**config.mk**
```make
export PLATFORM = sky130hd
export DESIGN_NAME = imem_loader
export DESIGN_NICKNAME = d
export VERILOG_FILES = /design/src/rtl/imem_loader.sv
export SDC_FILE = /design/constraint.sdc
export NUM_CORES = 1
export LEC_CHECK = 0
export ABC_CLOCK_PERIOD_IN_PS = 1800
export CORE_UTILIZATION = 40
export CTS_CLUSTER_SIZE = 40
export DETAILED_ROUTE_END_ITERATION = 8
export GPL_TIMING_DRIVEN = 0
export PLACE_DENSITY = 0.65
export SLEW_MARGIN = 20
export SYNTH_ARGS = -nofsm -noshare
export SYNTH_HDL_FRONTEND = slang
export SYNTH_SLANG_ARGS = --single-unit
```
**constraint.sdc**
```tcl
create_clock -name clk -period 1.8 [get_ports clk]
set_input_delay 0.18 -clock clk [delete_from_list [all_inputs] [get_ports clk]]
set_output_delay 0.18 -clock clk [all_outputs]
set_load 0.05 [all_outputs]
```
**src/rtl/imem_loader.sv**
```systemverilog
// imem_loader: writer side of the byte-addressed, little-endian instruction
// memory. Receives a framed program image over an 8-bit byte stream,
// assembles every 4 bytes into a 32-bit word and writes it to BASE_ADDR+4*i.
//
// Frame: N_lo, N_hi, 4*N payload bytes (byte 0 of each word first), CSUM,
// where CSUM is the XOR of all payload bytes.
//
// Handshake: a byte moves on a rising edge where rx_valid && rx_ready.
// rx_ready is a pure function of the state and never depends on rx_valid.
// A byte offered while rx_ready=0 is left in place for the producer.
//
// Ports:
//   clk, reset     clock, synchronous active-high reset
//   start          one-cycle pulse; honoured only in IDLE or ERR
//   rx_data        stream byte
//   rx_valid       rx_data is valid
//   rx_ready       loader can take a byte this cycle
//   mem_we         one-cycle write strobe per word
//   mem_addr       byte address of the word (held until the next write)
//   mem_wdata      word data, bits [8k+7:8k] belong to byte mem_addr+k
//   busy           load in progress, core stalled
//   done           one-cycle pulse on successful completion
//   error          sticky error flag, cleared by the next accepted start
//   words_loaded   words written in the current load
//   fsm_state      current FSM state, for debug and checkers
module imem_loader #(
  parameter logic [63:0] BASE_ADDR = 64'd0,
  parameter logic [63:0] MEM_BYTES = 64'd121
) (
  input  logic        clk,
  input  logic        reset,
  input  logic        start,
  input  logic [7:0]  rx_data,
  input  logic        rx_valid,
  output logic        rx_ready,
  output logic        mem_we,
  output logic [63:0] mem_addr,
  output logic [31:0] mem_wdata,
  output logic        busy,
  output logic        done,
  output logic        error,
  output logic [15:0] words_loaded,
  output logic [2:0]  fsm_state
);

  localparam logic [2:0] S_IDLE   = 3'd0;
  localparam logic [2:0] S_HDR_LO = 3'd1;
  localparam logic [2:0] S_HDR_HI = 3'd2;
  localparam logic [2:0] S_DATA   = 3'd3;
  localparam logic [2:0] S_WRITE  = 3'd4;
  localparam logic [2:0] S_CSUM   = 3'd5;
  localparam logic [2:0] S_DONE   = 3'd6;
  localparam logic [2:0] S_ERR    = 3'd7;

  logic [2:0]  state;
  logic [15:0] n_words;
  logic [15:0] word_idx;
  logic [1:0]  byte_idx;
  logic [23:0] asm_lo;     // lanes 0..2; lane 3 is taken straight from rx_data
  logic [7:0]  csum;
  logic        accept;
  logic [63:0] image_end;

  assign accept = rx_valid && rx_ready;

  // End address of the image, evaluated while the N_hi byte is on the bus.
  // 64-bit arithmetic, so 4*N never overflows.
  assign image_end = BASE_ADDR + {46'd0, rx_data, n_words[7:0], 2'b00};

  assign fsm_state = state;
  assign rx_ready  = (state == S_HDR_LO) || (state == S_HDR_HI) ||
                     (state == S_DATA)   || (state == S_CSUM);
  assign busy      = rx_ready || (state == S_WRITE);
  assign mem_we    = (state == S_WRITE);
  assign done      = (state == S_DONE);
  assign error     = (state == S_ERR);

  always_ff @(posedge clk) begin
    if (reset) begin
      state        <= S_IDLE;
      n_words      <= '0;
      word_idx     <= '0;
      byte_idx     <= '0;
      asm_lo       <= '0;
      csum         <= '0;
      mem_addr     <= '0;
      mem_wdata    <= '0;
      words_loaded <= '0;
    end else begin
      case (state)
        S_IDLE, S_ERR: begin
          if (start) begin
            state        <= S_HDR_LO;
            words_loaded <= '0;
            csum         <= '0;
            byte_idx     <= '0;
            word_idx     <= '0;
          end
        end
        S_HDR_LO: begin
          if (accept) begin
            n_words[7:0] <= rx_data;
            state        <= S_HDR_HI;
          end
        end
        S_HDR_HI: begin
          if (accept) begin
            n_words[15:8] <= rx_data;
            if (image_end > MEM_BYTES)
              state <= S_ERR;
            else if ({rx_data, n_words[7:0]} == 16'd0)
              state <= S_CSUM;
            else
              state <= S_DATA;
          end
        end
        S_DATA: begin
          if (accept) begin
            csum     <= csum ^ rx_data;
            byte_idx <= byte_idx + 2'd1;
            case (byte_idx)
              2'd0:    asm_lo[7:0]   <= rx_data;
              2'd1:    asm_lo[15:8]  <= rx_data;
              2'd2:    asm_lo[23:16] <= rx_data;
              default: begin
                // Last lane: load the write registers now so the strobe
                // follows one cycle after this accept edge.
                mem_wdata <= {rx_data, asm_lo};
                mem_addr  <= BASE_ADDR + {46'd0, word_idx, 2'b00};
                state     <= S_WRITE;
              end
            endcase
          end
        end
        S_WRITE: begin
          word_idx     <= word_idx + 16'd1;
          words_loaded <= words_loaded + 16'd1;
          state        <= (word_idx + 16'd1 == n_words) ? S_CSUM : S_DATA;
        end
        S_CSUM: begin
          // Words already written stay written on a mismatch.
          if (accept)
            state <= (rx_data == csum) ? S_DONE : S_ERR;
        end
        S_DONE: state <= S_IDLE;
        default: state <= S_IDLE;
      endcase
    end
  end

endmodule

```
==> results of run 1 <==
worst max-delay path, delay by kind of cell (launching register included):
family          cells  cell delay [ns]
simple gates        4             1.10
flops               1             0.37
buf+inv             1             0.13
xor+xnor            1             0.13
compound gates      1             0.07
area by class of cell:
| class | instances | area share |
|---|---|---|
| Tap cell | 216 | 0.0307 |
| Buffer | 107 | 0.0846 |
| Sequential cell | 133 | 0.307 |
| Clock buffer | 18 | 0.0487 |
| Inverter | 12 | 0.00583 |
| Timing Repair Buffer | 103 | 0.111 |
| Clock inverter | 14 | 0.0171 |
| Multi-Input combinational cell | 646 | 0.395 |
sequential cells by signal (all words and copies together), names as in the netlist:
signal and cells:
fsm_state 3, mem_wdata 32, n_words 16, asm_lo 24
word_idx 16, byte_idx 2, words_loaded 16, csum 8
mem_addr 16
worst min path at each step:
stage / start / to / slack [ns]
after floorplan: asm_lo[10] / mem_wdata[10] / 0.43
after global placement: asm_lo[17] / mem_wdata[17] / 0.44
after global routing: rx_data[2] / n_words[2] / 0.14
after detailed placement: asm_lo[13] / mem_wdata[13] / 0.44
after CTS: rx_data[2] / n_words[2] / 0.12
final: rx_data[2] / n_words[2] / 0.14
per-layer routing:
layer / wire, um / up-vias
met4: 275 / 0
met5: 0 / -
li1: - / 3143
met1: 8350 / 2910
met3: 1030 / 26
met2: 8670 / 211
cell families after synthesis:
family	synth area share
DFF	0.409
adders and majority gates	0.0115
AOI/OAI and AO/OA	0.155
and+or+nand+nor	0.270
muxes	0.0102
other	0.000576
xor gates and xnor gates	0.0363
buffers and inverters	0.108
cell usage after synthesis, types with 2 or more instances:
library cell,instances,area (um2)
nor2_1,49,184
a311oi_1,3,26.3
or2_2,3,18.8
nand3_1,47,235
nor4_1,5,31.3
a31oi_1,2,12.5
and3_1,8,50.1
a221oi_1,3,26.3
nand2_1,191,717
buf_2,14,70.1
nand4_4,2,42.5
o21ai_0,35,175
clkbuf_8,3,41.3
nand3b_1,11,82.6
nor2b_1,6,37.5
o22ai_1,4,25.0
xor2_1,9,78.8
or4_1,2,15.0
nand4_1,8,50.1
inv_1,11,41.3
a2bb2oi_1,2,17.5
or3_1,3,18.8
buf_4,49,368
nand2b_1,3,18.8
nor4_4,2,42.5
dfxtp_1,133,2660
a21oi_1,130,651
clkbuf_1,35,131
and4_1,5,43.8
ha_1,6,75.1
nor3b_1,2,15.0
mux2_2,5,56.3
and2_1,4,25.0
xnor2_1,18,158
nor3_1,14,70.1
buf_1,5,18.8
power by group:
part / switching [mW] / leakage, nW / internal (mW) / total (mW)
Sequential: 0.0332 / 1.08 / 2.96 / 3.00
Clock: 1.39 / 0.274 / 2.05 / 3.43
Combinational: 0.660 / 2.23 / 0.268 / 0.928
Total: 2.08 / 3.59 / 5.28 / 7.36
timing repair:
item / CTS / global route
gates cloned: 0 / 1
buffers inserted: 15 / 13
resized for setup: 93 / 60
pin swaps: 10 / 14
endpoints found under the setup margin: 130 / 109
==> run summary, run 1 <==
# diodes = 0
Pre-CTS setup slack = -0.774 ns
Layout area overhead = 35.2%
Commonest non-fill, non-tap cell in the layout = nand2_1
Leakage dissipation = 3.59 nW
Avg WL per Cell = 14.7 um
Violated checks = setup timing
Max frequency = 0.522 GHz
Critical Path Source = word_idx[0]
# hold bufs at CTS = 0
Register-to-register setup slack = -0.12 ns
Hold path depth = 3
FFs w/ async S/R, synth = 0
Die Height = 130 um
Final core occ = 0.554
CP Data Arrival Time = 2.22 ns
Hold Path Class = in2reg
DR vias/cell = 5.04
Fin cells = 1,249
Tot GR Track Use = 0.226
GRT overflow = 0
Critical path cell sequence = buf_6 -> nand4_4 -> nor4_4 -> xnor2_1 -> nor4_2 -> and4b_1 -> a31oi_1
Syn_area_per_cell = 7.64 um2
Core Area = 15,900 um2
Clk_lat worst skew = 0.42 ns
Max H-tree Level = 4
Final setup vio count = 2
Initial antenna violation count = 0
Cell area after placement = 7750 um2
Pwr/cell area = 836 nW/um2
Fin area = 8800 um2
Post-Route WL = 18,300 um
Reg2reg end = fsm_state[1]
Largest net degree at the start of global routing = 17
Startpoint Class = register
GP Congestion = 0.891
Clock slew at reported path FFs = 0.06 ns
Yosys reg bits = 133
Status = finished with violations
Syn Inst Count = 853
Fin crit period = 1.92 ns
Fillers = 1,536
Sequential share of the synthesized area = 0.409
Max-cap violations = 0
TNS Setup = -0.178 ns
Mapped cell area = 6510 um2
Final period util = 1.06
Fin nets = 1,038
EDFF count, synth = 0
Die Area = 16,800 um2
Total power draw = 7.36 mW
Initial core utilization = 0.410
Post-route ant nets = 0
IO Pins = 132
Most frequent cells in the layout = nand2_1, a21oi_1, dfxtp_1, buf_4, conb_1
Met3 Use GR = 0.0446
DRC = 0
Critical-path maximum fanout = 6
Kind of critical path = reg2reg
Worst setup EP type = register
Grt met2 use = 0.374
Worst path required time = 2.10 ns
Reg2Reg Launch Point = word_idx[0]
Hold Vio Cnt, Final = 0
Final worst setup slack = -0.116 ns
Critical Path Slowest Stage Cell = dfxtp_4
Share of cells above drive strength 1 = 0.199
Crit path capture = fsm_state[1]
Input/output buffers = 74
RSZ-0062 raised after global routing = true
Clk buf depth = 2
Via count = 6,290
Final Max Tran Viols = 0
First-pass GRT wire length = 29,300 um
Min Hold Slack = 0.137 ns
Top Usage Layer GRT = met2
Row cnt = 46
TritonCTS Buffers = 17
Number of placed instances, taps included = 1,190
R2R cell count = 7
Slew HR = 0.519
Peak supply drop = 867 uV
Reg area = 2700 um2
Synth Warn # = 0
DR iter-0 viols = 498
Library cells used by synthesis = 57
Max stage delay on crit path = 0.37 ns
Final Skew = 0.0106 ns
Area of the multi-input gates = 3480 um2
Hpwl dp = 12,600 um
GR Util met1 = 0.291
Pre-antenna DRT Iters = 5
Die Wd = 130 um
Root buffer cell = clkbuf_16
Vias in the first global route = 5,782
Worst-Margin Slew = 0.722 ns
Num Clock Sinks = 133
Top FF cell, synth = dfxtp_1
CTS tree = yes
(Power assumes the default switching activity.)
==> run 2: changes to the inputs <==
CORE_UTILIZATION = 35   (was 40)
PLACE_DENSITY = 0.58   (was 0.65)
==> run 2 against run 1 <==
The run ends with DRC, setup timing left. Clock power decreased by 3%. Worst hold slack gained 0.0079 ns. Design area rose by 2.0%. Highest routed layer unchanged. Non-clock buffer count rose by 1. Die area rose by 14%. First-iteration DRC count increased by 2.0%. Total power is 1.2% lower. Fmax decreased by 1.3%. Register-to-register slack got worse by 0.03 ns. Final cell count rose by 1.0%.
==> run summary, run 2 (same netlist as run 1, synthesis figures left out) <==
Number of placed instances, taps included = 1,203 (was 1,190)
Vias in the first global route = 5,929 (was 5,782)
Initial core utilization = 0.360 (was 0.410)
Clock slew at reported path FFs = 0.06 ns (about the same)
Min Hold Slack = 0.145 ns (was 0.137 ns)
Die Area = 19,200 um2 (was 16,800 um2)
Max frequency = 0.515 GHz (was 0.522 GHz)
Post-Route WL = 19,200 um (was 18,300 um)
Worst setup EP type = register (unchanged)
Initial antenna violation count = 0 (unchanged)
Largest regs = mem_wdata (32), asm_lo (24) (unchanged)
CTS tree = yes (unchanged)
Layout area overhead = 37.8% (was 35.2%)
Peak supply drop = 653 uV (was 867 uV)
Biggest register = mem_wdata (unchanged)
Startpoint Class = register (unchanged)
DR vias/cell = 5.02 (was 5.04)
Via count = 6,341 (was 6,290)
DR iter-0 viols = 508 (was 498)
Commonest non-fill, non-tap cell in the layout = nand2_1 (unchanged)
Fin crit period = 1.94 ns (was 1.92 ns)
Post-route ant nets = 0 (unchanged)
GRT overflow = 0 (unchanged)
Final worst setup slack = -0.142 ns (was -0.116 ns)
Max-cap violations = 0 (unchanged)
CP Data Arrival Time = 2.24 ns (was 2.22 ns)
IO Pins = 132 (unchanged)
Final Skew = 0.00869 ns (was 0.0106 ns)
Final setup vio count = 2 (unchanged)
Fillers = 1,792 (was 1,536)
Fin cells = 1,262 (was 1,249)
First-pass GRT wire length = 31,200 um (was 29,300 um)
Hold Path Class = in2reg (unchanged)
Share of cells above drive strength 1 = 0.228 (was 0.199)
# diodes = 0 (unchanged)
Num Clock Sinks = 133 (unchanged)
Violated checks = DRC, setup timing (was setup timing)
Pre-antenna DRT Iters = 8 (was 5)
Hold Vio Cnt, Final = 0 (unchanged)
TritonCTS Buffers = 17 (unchanged)
Die Wd = 138 um (was 130 um)
Core Area = 18,100 um2 (was 15,900 um2)
Hpwl dp = 13,200 um (was 12,600 um)
Slew HR = 0.492 (was 0.519)
Avg WL per Cell = 15.2 um (was 14.7 um)
Critical-path maximum fanout = 2 (was 6)
Row cnt = 49 (was 46)
TNS Setup = -0.231 ns (was -0.178 ns)
Input/output buffers = 74 (unchanged)
Clk buf depth = 2 (unchanged)
Final period util = 1.08 (was 1.06)
Tot GR Track Use = 0.205 (was 0.226)
Max reg flops = 32 (unchanged)
Clk_lat worst skew = 0.42 ns (about the same)
Kind of critical path = reg2reg (unchanged)
Root buffer cell = clkbuf_16 (unchanged)
Most frequent cells in the layout = nand2_1, a21oi_1, dfxtp_1, buf_4, conb_1 (unchanged)
Final Max Tran Viols = 0 (unchanged)
Status = finished with violations (unchanged)
Worst path required time = 2.10 ns (about the same)
Largest net degree at the start of global routing = 17 (unchanged)
Leakage dissipation = 3.69 nW (was 3.59 nW)
Total power draw = 7.27 mW (was 7.36 mW)
Die Height = 138 um (was 130 um)
Pwr/cell area = 810 nW/um2 (was 836 nW/um2)
GP Congestion = 0.891 (about the same)
Max H-tree Level = 4 (unchanged)
Fin nets = 1,039 (was 1,038)
Worst-Margin Slew = 0.762 ns (was 0.722 ns)
DRC = 20 (was 0)
RSZ-0062 raised after global routing = true (unchanged)
run 2: cell types whose count changed in the layout (fill, tap and decap cells not counted), sizes merged, moves of 2 or more:
cell           delta
buf               +2
bufinv            -2
clkbuf            +2
clkdlybuf4s50     -6
clkinvlp          -2
dlygate4sd2       +5
run 2: final cells by class:
cell class	instances	area [um2]	area share
buffer	106	779	0.0868
clock buffer	21	503	0.0560
clock inverter	10	67.6	0.00753
inverter	12	51.3	0.00572
multi-input combinational	646	3560	0.397
sequential	133	2700	0.301
tap	229	287	0.0319
timing repair buffer	105	1020	0.114
run 2: through the flow:
step / util / worst slack (ns) / instance area (um2)
detailed placement: 0.430 / -0.808 / 7770
global route: 0.496 / -0.245 / 8980
CTS: 0.489 / -0.159 / 8850
finish: 0.496 / -0.142 / 8980
floorplan: - / 0.00513 / 6740
global placement: 0.430 / -0.843 / 7770
run 2: repair_timing:
action	4_1_cts	5_1_grt
pin swaps	39	12
hold buffers	0	0
setup endpoints to repair	136	99
buffers inserted	27	2
resized for setup	142	55
cloned	2	1
run 2: path summary, 6_finish.rpt:
path | cells after the start | endpoint | slack (ns) | from
worst max-delay path | 7 | fsm_state[1] | -0.14 | word_idx[0]
worst max register to register | 7 | fsm_state[1] | -0.14 | word_idx[0]
worst min-delay path | 3 | mem_wdata[27] | 0.14 | rx_data[3]
worst min register to register | 2 | mem_wdata[17] | 0.45 | asm_lo[17]
run 2: per-layer routing:
metal	track usage	routed length, um	vias to the layer above
met5	0	0	-
met4	0.0875	357	0
met3	0.0402	1160	33
met2	0.328	8860	219
met1	0.270	8800	2942
li1	-	-	3147
run 2: power breakdown:
part	internal, mW	leakage, nW	switching (mW)
combinational	0.277	2.33	0.680
sequential	2.96	1.08	0.0364
clock	1.99	0.282	1.33
run 2: critical path, stage by stage (launching register included):
cell	delay, ns
dfxtp_4	0.37
ha_4	0.15
nand4_1	0.14
nor4_4	0.35
xnor2_1	0.14
nor4_2	0.38
and4b_1	0.24
a31oi_1	0.07
